## src/rtl/rr_mux_nx_nbit_pkg.sv

```systemverilog
// rr_mux_nx_nbit_pkg
//   Shared definitions for the N-channel registered round-robin mux:
//   - mode encodings for the mode input
//   - width of the optional per-channel transfer counters
package rr_mux_nx_nbit_pkg;

    localparam logic MODE_FIXED = 1'b0;  // grant follows the sel port
    localparam logic MODE_RR    = 1'b1;  // grant rotates among valid channels

    localparam int XFER_CNT_W = 16;      // per-channel transfer counter width

endpackage : rr_mux_nx_nbit_pkg

```

## src/rtl/rr_mux_nx_nbit_arbiter.sv

```systemverilog
// rr_mux_nx_nbit_arbiter
//   Purely combinational grant logic for rr_mux_nx_nbit. The rotating
//   pointer register is held by the top level and fed in through ptr.
//   Ports:
//     req       in   NUM_CH  per-channel request (channel valid)
//     ptr       in   SEL_W   first channel examined in round-robin mode
//     mode      in   1       MODE_FIXED or MODE_RR
//     sel       in   SEL_W   channel index used in fixed mode
//     grant     out  SEL_W   granted channel index
//     grant_vld out  1       a channel is granted this cycle
module rr_mux_nx_nbit_arbiter
    import rr_mux_nx_nbit_pkg::*;
#(
    parameter int NUM_CH = 4,
    parameter int SEL_W  = 2
) (
    input  logic [NUM_CH-1:0] req,
    input  logic [SEL_W-1:0]  ptr,
    input  logic              mode,
    input  logic [SEL_W-1:0]  sel,
    output logic [SEL_W-1:0]  grant,
    output logic              grant_vld
);

    always_comb begin
        int idx;
        // NOTE: every variable gets a default before any branch so that no
        // path leaves one unassigned, which would infer a latch.
        grant     = '0;
        grant_vld = 1'b0;
        idx       = 0;
        if (mode == MODE_FIXED) begin
            // Fixed mode grants sel regardless of its valid; an index past
            // the last channel grants nothing.
            if (int'(sel) < NUM_CH) begin
                grant     = sel;
                grant_vld = 1'b1;
            end
        end else begin
            // Scan ptr, ptr+1, ... wrapping at NUM_CH; first requester wins.
            for (int i = 0; i < NUM_CH; i++) begin
                idx = int'(ptr) + i;
                if (idx >= NUM_CH) begin
                    idx = idx - NUM_CH;
                end
                if (!grant_vld && req[SEL_W'(idx)]) begin
                    grant     = SEL_W'(idx);
                    grant_vld = 1'b1;
                end
            end
        end
    end

endmodule : rr_mux_nx_nbit_arbiter

```

## src/rtl/rr_mux_nx_nbit.sv

```systemverilog
// rr_mux_nx_nbit
//   N-channel, BUS_WIDTH-bit registered mux with valid/ready handshakes on
//   every input channel and on the single output. One channel is granted
//   per cycle, either by the sel port (fixed mode) or round-robin among the
//   valid channels. One output register stage; full throughput.
//   Optional feature macro: RR_MUX_XFER_CNT_EN adds the xfer_cnt output,
//   a 16-bit wrapping count of accepted transfers per channel.
//   Ports:
//     clk        in   1                 rising-edge clock
//     rst_n      in   1                 synchronous active-low reset
//     in_data    in   NUM_CH*BUS_WIDTH  channel k at [k*BUS_WIDTH +: BUS_WIDTH]
//     in_valid   in   NUM_CH            per-channel valid
//     in_ready   out  NUM_CH            per-channel ready (combinational)
//     mode       in   1                 0 = fixed (sel), 1 = round-robin
//     sel        in   SEL_W             channel index in fixed mode
//     out_data   out  BUS_WIDTH         registered selected data
//     out_sel    out  SEL_W             channel that produced out_data
//     out_valid  out  1                 output valid
//     out_ready  in   1                 downstream ready
//     xfer_cnt   out  NUM_CH*16         (RR_MUX_XFER_CNT_EN only) counters
module rr_mux_nx_nbit
    import rr_mux_nx_nbit_pkg::*;
#(
    parameter int BUS_WIDTH = 8,
    parameter int NUM_CH    = 4,
    parameter int SEL_W     = 2
) (
    input  logic                        clk,
    input  logic                        rst_n,
    input  logic [NUM_CH*BUS_WIDTH-1:0] in_data,
    input  logic [NUM_CH-1:0]           in_valid,
    output logic [NUM_CH-1:0]           in_ready,
    input  logic                        mode,
    input  logic [SEL_W-1:0]            sel,
    output logic [BUS_WIDTH-1:0]        out_data,
    output logic [SEL_W-1:0]            out_sel,
    output logic                        out_valid,
    input  logic                        out_ready
`ifdef RR_MUX_XFER_CNT_EN
    ,
    output logic [NUM_CH*XFER_CNT_W-1:0] xfer_cnt
`endif
);

    logic [SEL_W-1:0]     ptr;
    logic [SEL_W-1:0]     grant;
    logic                 grant_vld;
    logic                 load_en;
    logic                 grant_in_valid;
    logic                 xfer;
    logic [BUS_WIDTH-1:0] grant_data;

    rr_mux_nx_nbit_arbiter #(
        .NUM_CH (NUM_CH),
        .SEL_W  (SEL_W)
    ) u_arbiter (
        .req       (in_valid),
        .ptr       (ptr),
        .mode      (mode),
        .sel       (sel),
        .grant     (grant),
        .grant_vld (grant_vld)
    );

    // The output register can take a new word when empty or being drained.
    assign load_en = !out_valid || out_ready;

    // Channel decode with constant indices; ready goes only to the granted
    // channel and is independent of that channel's own valid.
    always_comb begin
        grant_data     = '0;
        grant_in_valid = 1'b0;
        in_ready       = '0;
        for (int k = 0; k < NUM_CH; k++) begin
            if (grant_vld && (SEL_W'(k) == grant)) begin
                grant_data     = in_data[k*BUS_WIDTH +: BUS_WIDTH];
                grant_in_valid = in_valid[k];
                in_ready[k]    = load_en;
            end
        end
    end

    assign xfer = load_en && grant_vld && grant_in_valid;

    // NOTE: sequential state uses non-blocking assignments so every flop
    // updates from the values present before the clock edge.
    always_ff @(posedge clk) begin
        if (!rst_n) begin
            out_valid <= 1'b0;
            out_data  <= '0;
            out_sel   <= '0;
            ptr       <= '0;
        end else begin
            // While stalled (out_valid & !out_ready) the held word is frozen.
            if (load_en) begin
                out_valid <= xfer;
                if (xfer) begin
                    out_data <= grant_data;
                    out_sel  <= grant;
                end
            end
            // Pointer advances past the winner only on round-robin transfers.
            if (xfer && (mode == MODE_RR)) begin
                if (int'(grant) == NUM_CH - 1) begin
                    ptr <= '0;
                end else begin
                    ptr <= grant + SEL_W'(1);
                end
            end
        end
    end

`ifdef RR_MUX_XFER_CNT_EN
    logic [XFER_CNT_W-1:0] cnt [NUM_CH];

    always_ff @(posedge clk) begin
        for (int k = 0; k < NUM_CH; k++) begin
            if (!rst_n) begin
                cnt[k] <= '0;
            end else if (xfer && (SEL_W'(k) == grant)) begin
                cnt[k] <= cnt[k] + XFER_CNT_W'(1);  // wraps FFFF -> 0
            end
        end
    end

    always_comb begin
        xfer_cnt = '0;
        for (int k = 0; k < NUM_CH; k++) begin
            xfer_cnt[k*XFER_CNT_W +: XFER_CNT_W] = cnt[k];
        end
    end
`endif

endmodule : rr_mux_nx_nbit
```

## config.mk

```make
export PLATFORM = sky130hd
export DESIGN_NAME = rr_mux_nx_nbit
export DESIGN_NICKNAME = d
export VERILOG_FILES = /design/src/rtl/rr_mux_nx_nbit_pkg.sv /design/src/rtl/rr_mux_nx_nbit_arbiter.sv /design/src/rtl/rr_mux_nx_nbit.sv
export SDC_FILE = /design/constraint.sdc
export NUM_CORES = 1
export LEC_CHECK = 0
export CORE_ASPECT_RATIO = 1.4
export CORE_UTILIZATION = 25
export CTS_BUF_LIST = sky130_fd_sc_hd__clkbuf_8
export CTS_CLUSTER_DIAMETER = 150
export DETAILED_ROUTE_END_ITERATION = 10
export PLACE_DENSITY = 0.58
export SETUP_SLACK_MARGIN = 0.1
export SLEW_MARGIN = 20
export SYNTH_ARGS = -nofsm -noshare
export SYNTH_HDL_FRONTEND = slang
export SYNTH_SLANG_ARGS = --single-unit
```

## constraint.sdc

```tcl
create_clock -name clk -period 3.1 [get_ports clk]
set_clock_uncertainty 0.05 [all_clocks]
set_input_delay 0.31 -clock clk [delete_from_list [all_inputs] [get_ports clk]]
set_output_delay 0.31 -clock clk [all_outputs]
set_load 0.02 [all_outputs]
```

# Yosys cells after proc, flatten, opt, wreduce, memory -nomap -nowiden
# Cells that the tools add are included.
# word_totals
word_cells	87
register_bits	13
# classes
add_sub_neg	8
n_lt_le_gt_ge	8
eq_ne	4
mux	46
n_reduce_logical	17
# ops
op	count
2-to-1 mux 8 bit	4
2-to-1 mux 2 bit	14
2-to-1 mux 1 bit	24
< comparator 2 x 4 -> 1 bit, second input constant	4
logical AND 1 bit	10
greater-or-equal comparator 3 bit, second input constant	3
binary-select mux 1 bit (select 2 bit)	4
subtractor 2 x 1 -> 2 bit, second input constant	4
adder 2 x 2 -> 3 bit, second input constant	2
equality test 2 bit, first input constant	2
zero test 1 bit	4
adder 2 x 1 -> 3 bit, second input constant	1
greater-or-equal comparator 2 x 3 -> 1 bit, second input constant	1
adder 2 x 1 -> 2 bit, second input constant	1
equality test 1 x 2 -> 1 bit, first input constant	1
equality test 2 x 1 -> 1 bit, second input constant	1
zero test 2 bit	1
AND reduction 2 bit	1
logical OR 1 bit	1

# Logic depth before layout (Yosys ltp)
# logic_depth
ltp_word	28
mapped_depth	12
ltp_nobuf	9

# Modules after synthesis
# Synthesis repeated with hierarchy kept, for this count alone.
# hier_totals
cells_unflattened	114
area_unflattened_um2	1043.5
# modules_own_cells
module	area_each_um2	n_inst	cells_each
rr_mux_nx_nbit	859.6	1	90
rr_mux_nx_nbit_arbiter	183.9	1	24

# Least setup slack after synthesis
# No wires, ideal clock.
# synth_path
path_kind	input port to flip-flop
start	input in_valid[0]
end	register out_sel[1]
slack_ns	0.177
stages	12
setup_time_ns	0.135
n_path_buf	3
arrival_ns	2.738
required_ns	2.915
cell_sequence	buf_6 > or4_1 > o221a_2 > a31oi_1 > inv_1 > ha_1 > buf_6 > nand3b_1 > a211oi_2 > and2_1 > buf_4 > o22ai_1
# synth_between
elab_chain_cells	25
# synth_rtl
item	line_no	source
start: declaration	rr_mux_nx_nbit.sv:31	input logic [NUM_CH-1:0] in_valid,
binary-select mux 1 bit (select 2 bit)	rr_mux_nx_nbit_arbiter.sv:46	if (!grant_vld && req[SEL_W'(idx)]) begin
2-to-1 mux 1 bit (not written as such) (2 in a row)	rr_mux_nx_nbit_arbiter.sv:46	
2-to-1 mux 1 bit	rr_mux_nx_nbit_arbiter.sv:46	
2-to-1 mux 1 bit	rr_mux_nx_nbit_arbiter.sv:32	if (mode == MODE_FIXED) begin
zero test 1 bit	rr_mux_nx_nbit_arbiter.sv:46	
logical AND 1 bit	rr_mux_nx_nbit_arbiter.sv:46	
2-to-1 mux 1 bit	rr_mux_nx_nbit_arbiter.sv:46	
2-to-1 mux 1 bit	rr_mux_nx_nbit_arbiter.sv:32	
(+7 left out)	--	
2-to-1 mux 2 bit *	rr_mux_nx_nbit_arbiter.sv:32	
via grant[0]	rr_mux_nx_nbit.sv:46	logic [SEL_W-1:0] grant;
zero test 2 bit	rr_mux_nx_nbit.sv:75	if (grant_vld && (SEL_W'(k) == grant)) begin
logical AND 1 bit	rr_mux_nx_nbit.sv:75	
2-to-1 mux 1 bit (3 in a row)	rr_mux_nx_nbit.sv:75	
2-to-1 mux 1 bit *	rr_mux_nx_nbit.sv:75	
logical AND 1 bit *	rr_mux_nx_nbit.sv:83	assign xfer = load_en && grant_vld && grant_in_valid;
AND reduction 2 bit (no line) *	--	
end signal: assignment	rr_mux_nx_nbit.sv:99	out_sel <= grant;
end: declaration	rr_mux_nx_nbit.sv:36	output logic [SEL_W-1:0] out_sel,
# Mark *: on every way through the listed nets, which the timed path passes. The rest lies on a longest branch. The select of a mux whose other input is x is not followed.
# A chain may end at the register's enable or synchronous reset.

# Worst setup path after layout
# layout_path
start	input in_valid[0]
end	output in_ready[2]
# layout_between
elab_chain_cells	20
# layout_rtl
item	line_no	source
binary-select mux 1 bit (select 2 bit)	rr_mux_nx_nbit_arbiter.sv:46	
2-to-1 mux 1 bit (not written as such) (2 in a row)	rr_mux_nx_nbit_arbiter.sv:46	
2-to-1 mux 1 bit	rr_mux_nx_nbit_arbiter.sv:46	
2-to-1 mux 1 bit	rr_mux_nx_nbit_arbiter.sv:32	
zero test 1 bit	rr_mux_nx_nbit_arbiter.sv:46	
logical AND 1 bit	rr_mux_nx_nbit_arbiter.sv:46	
2-to-1 mux 1 bit	rr_mux_nx_nbit_arbiter.sv:46	
2-to-1 mux 1 bit	rr_mux_nx_nbit_arbiter.sv:32	
(+3 left out)	--	
2-to-1 mux 1 bit	rr_mux_nx_nbit_arbiter.sv:32	
zero test 1 bit	rr_mux_nx_nbit_arbiter.sv:46	
logical AND 1 bit	rr_mux_nx_nbit_arbiter.sv:46	
2-to-1 mux 2 bit	rr_mux_nx_nbit_arbiter.sv:46	
2-to-1 mux 2 bit	rr_mux_nx_nbit_arbiter.sv:32	
equality test 2 bit	rr_mux_nx_nbit.sv:75	
logical AND 1 bit *	rr_mux_nx_nbit.sv:75	
2-to-1 mux 1 bit *	rr_mux_nx_nbit.sv:75	
end: declaration	rr_mux_nx_nbit.sv:32	output logic [NUM_CH-1:0] in_ready,
# Every way passes the cells marked *; elsewhere a longest branch is shown, timed or not. The select of a mux whose other input is x is not followed.

==> summary.txt <==
drt pass-1 iters: 9
main flop type after synthesis: dfxtp_1
Max FO, Critical Path: 4
power share of the combinational group: 0.553
pwr dens: 466.4 nW/um^2
worst path bufs/invs: 3
Reg power frac: 0.271
post-synthesis mux area share: 0.009281
area grow syn2layout: 66.94%
Worst Max-Slew Pin Slew: 0.3826 ns
CP Cell Sequence: clkdlybuf4s50_1 > or4_1 > o221a_2 > a31oi_2 > buf_4 > ha_1 > and2_1 > dlygate4sd2_1
Setup CP Type: in -> out
Synth top cells by count: dfxtp_1, nand2_1, a21oi_1
required time of the critical path: 2.74 ns
complex-gate fraction of the synthesized area: 0.3770
top-count cell post-synth: dfxtp_1
CTS tree: done
CTS buffer count: 3
core area: 4020 sq um
initial antenna violation count: 0
Final Instance Area: 1800 sq um
crit path time final: 2.864 ns
CTS sink count: 13
final hold vios: 0
H-tree depth: 1
clk buf depth: 2
synthesized cell area: 1079 sq um
Synth Warn #: 0
Fillers: 409
Synth Area in XOR/XNOR: 0
number of global-route vias before repair: 1342
CP Launch Type: primary input
clock network power share: 0.176
Synth area leader: dfxtp_1
Slowest-stage cell, CP: or4_1
post-DP HPWL: 3.054 mm
share of the synthesized area in the top cell type: 0.2413
gr usage total: 0.1787
input/output buffers: 56
Mapped Avg Cell Area: 8.361 sq um
internal cell power: 0.5355 mW
CTS root buf: clkbuf_8
Max Slew Vio Count: 0
Netlist cell types: 37
layout cell share with drive strength beyond 1: 0.1563
Hold WC Path Type: reg -> reg
wire per inst: 15.82 um
adder-cell share of the synthesized area: 0.04640
pin count of the biggest net entering global routing: 17
Post-synth EDFFs: 0
final WL: 3.717 mm
max_cap viols: 0
DRC viols: 4
Max-slew headroom: 0.7447
I/O pin total: 57
Psw: 0.3043 mW
Lkg Pwr: 0.6765 nW
critical path's largest stage delay: 0.52 ns
Die X-Extent: 57.51 um
final global-route overflow total: 0
CP Data Arrival Time: 2.50 ns
number of nets with antenna violations after routing: 0
GPL Wtd Cong: 0.8194
Rows: 27
ys async rst share: 0
Setup Viol. Count Final: 0
Placed Area: 1740 sq um
Syn Inst Count: 129
crit end category: primary output
DIE AREA: 4584 sq um
Post-Syn Nets: 175
Synth Area in Simple Gates: 0.2262
Vias: 1222
switch share: 0.3623
register area share after synthesis: 0.2413
unrepaired setup endpoints after global routing: no
top post-synthesis cells by area: dfxtp_1, o31a_1, a221oi_1
post-CTS setup buffers: 0
footprint of the multi-input gates: 726.9 sq um
Die Height: 79.72 um
final net count: 239
Reg clk slew, reported paths: 0.05 ns
largest family of logic cells by synthesized area: compound AO/OA/AOI/OAI gates
Max Clk Rate: 349.1 MHz
antenna cells: 0
status: complete, but fails checks
FF+latch count, synth: 13
clock latency at the later pin of the worst-skew pair: 0.24 ns
first-pass GRT wire length: 6.251 mm
violations in the final reports: DRC
FF+latch area: 260.3 sq um
Initial Util: 0.2683
Final Power: 0.8398 mW
final setup TNS: 0 ns
vias per cell: 5.200
period utilisation layout: 0.9240
DRT iter0 DRCs: 46
IR drop worst, VDD: 0.2079 mV
Top delay family on crit path: buffers and inverters
[worst paths after layout]
| path | start | end | slack, ns | depth (start not counted) |
|---|---|---|---|---|
| max reg2reg | ptr[1] | ptr[0] | 0.53 | 10 |
| min | out_sel[1] | out_sel[1] | 0.42 | 2 |
| max | in_valid[0] | in_ready[2] | 0.24 | 8 |
| min reg2reg | out_sel[1] | out_sel[1] | 0.42 | 2 |
[power by group through the flow]
stage	clock, mW	sequential (mW)	combinational (mW)
6_report	0.148	0.227	0.464
5_1_grt	0.163	0.232	0.499
3_5_place_dp	0	0.231	0.463
3_3_place_gp	0	0.231	0.458
2_1_floorplan	0	0.262	0.222
4_1_cts	0.152	0.228	0.462
[state kept, by name, summed over array words and instances (netlist names)]
name	cells
out_sel	2
out_valid	1
ptr	2
out_data	8
[cells by family (layout without fill, tap and decap cells)]
| logic type | count (synthesis) | after routing |
|---|---|---|
| AOI/OAI and AO/OA | 51 | 51 |
| DFF | 13 | 13 |
| adders and majority gates | 4 | 4 |
| buffers and inverters | 19 | 82 |
| and+or+nand+nor | 41 | 41 |
| muxes | 1 | 1 |
[cell type report]
cell class	count	share of cell area
Clock buffer	3	0.02293
Clock inverter	1	0.002085
Inverter	6	0.01251
Multi-Input combinational cell	97	0.4038
Sequential cell	13	0.1445
Tap cell	43	0.02988
Timing Repair Buffer	72	0.3843
[metrics by stage]
step	hold slack [ns]	cells	util	worst slack, ns
floorplan	0.4188	129	-	0.1773
global placement	0.4104	231	0.4329	-0.02601
detailed placement	0.4182	231	0.4329	-0.05372
CTS	0.4256	235	0.4444	0.1641
global route	0.4513	235	0.4479	0.1086
finish	0.4242	235	0.4479	0.2357
[placed cells by master, fill, tap and decap left out, drive strengths merged, types with 3 or more instances in the layout]
cell type | Yosys | layout
clkbuf | 5 | 3
a211oi | 12 | 12
inv | 6 | 7
dlygate4sd2 | 0 | 4
a221oi | 8 | 8
nand2 | 12 | 12
and2 | 5 | 5
nor2b | 9 | 9
buf | 8 | 16
ha | 4 | 4
nand2b | 4 | 4
clkdlybuf4s50 | 0 | 52
a21oi | 11 | 11
dfxtp | 13 | 13
o31a | 9 | 9
[timing repair]
| item | 4_1_cts | 5_1_grt |
|---|---|---|
| hold buffers | 0 | 0 |
| gates resized for setup | 5 | 4 |
| endpoints found under the setup margin | 4 | 12 |
[worst register-to-register path: cells and delay by family, from the launching register on]
kind	cells	cell delay (ns)
compound gates	5	1.12
fa+ha+maj	1	0.24
buf+inv	2	0.26
flops	1	0.47
simple gates	2	0.35
[routing by layer]
metal	vias up	track usage	share of wire
li1	612	-	-
met1	570	0.1798	0.38
met2	33	0.3512	0.56
met3	7	0.02917	0.040
met4	0	0.07317	0.020
met5	-	0	0
No activity file was read; power rests on OpenSTA's default activity.
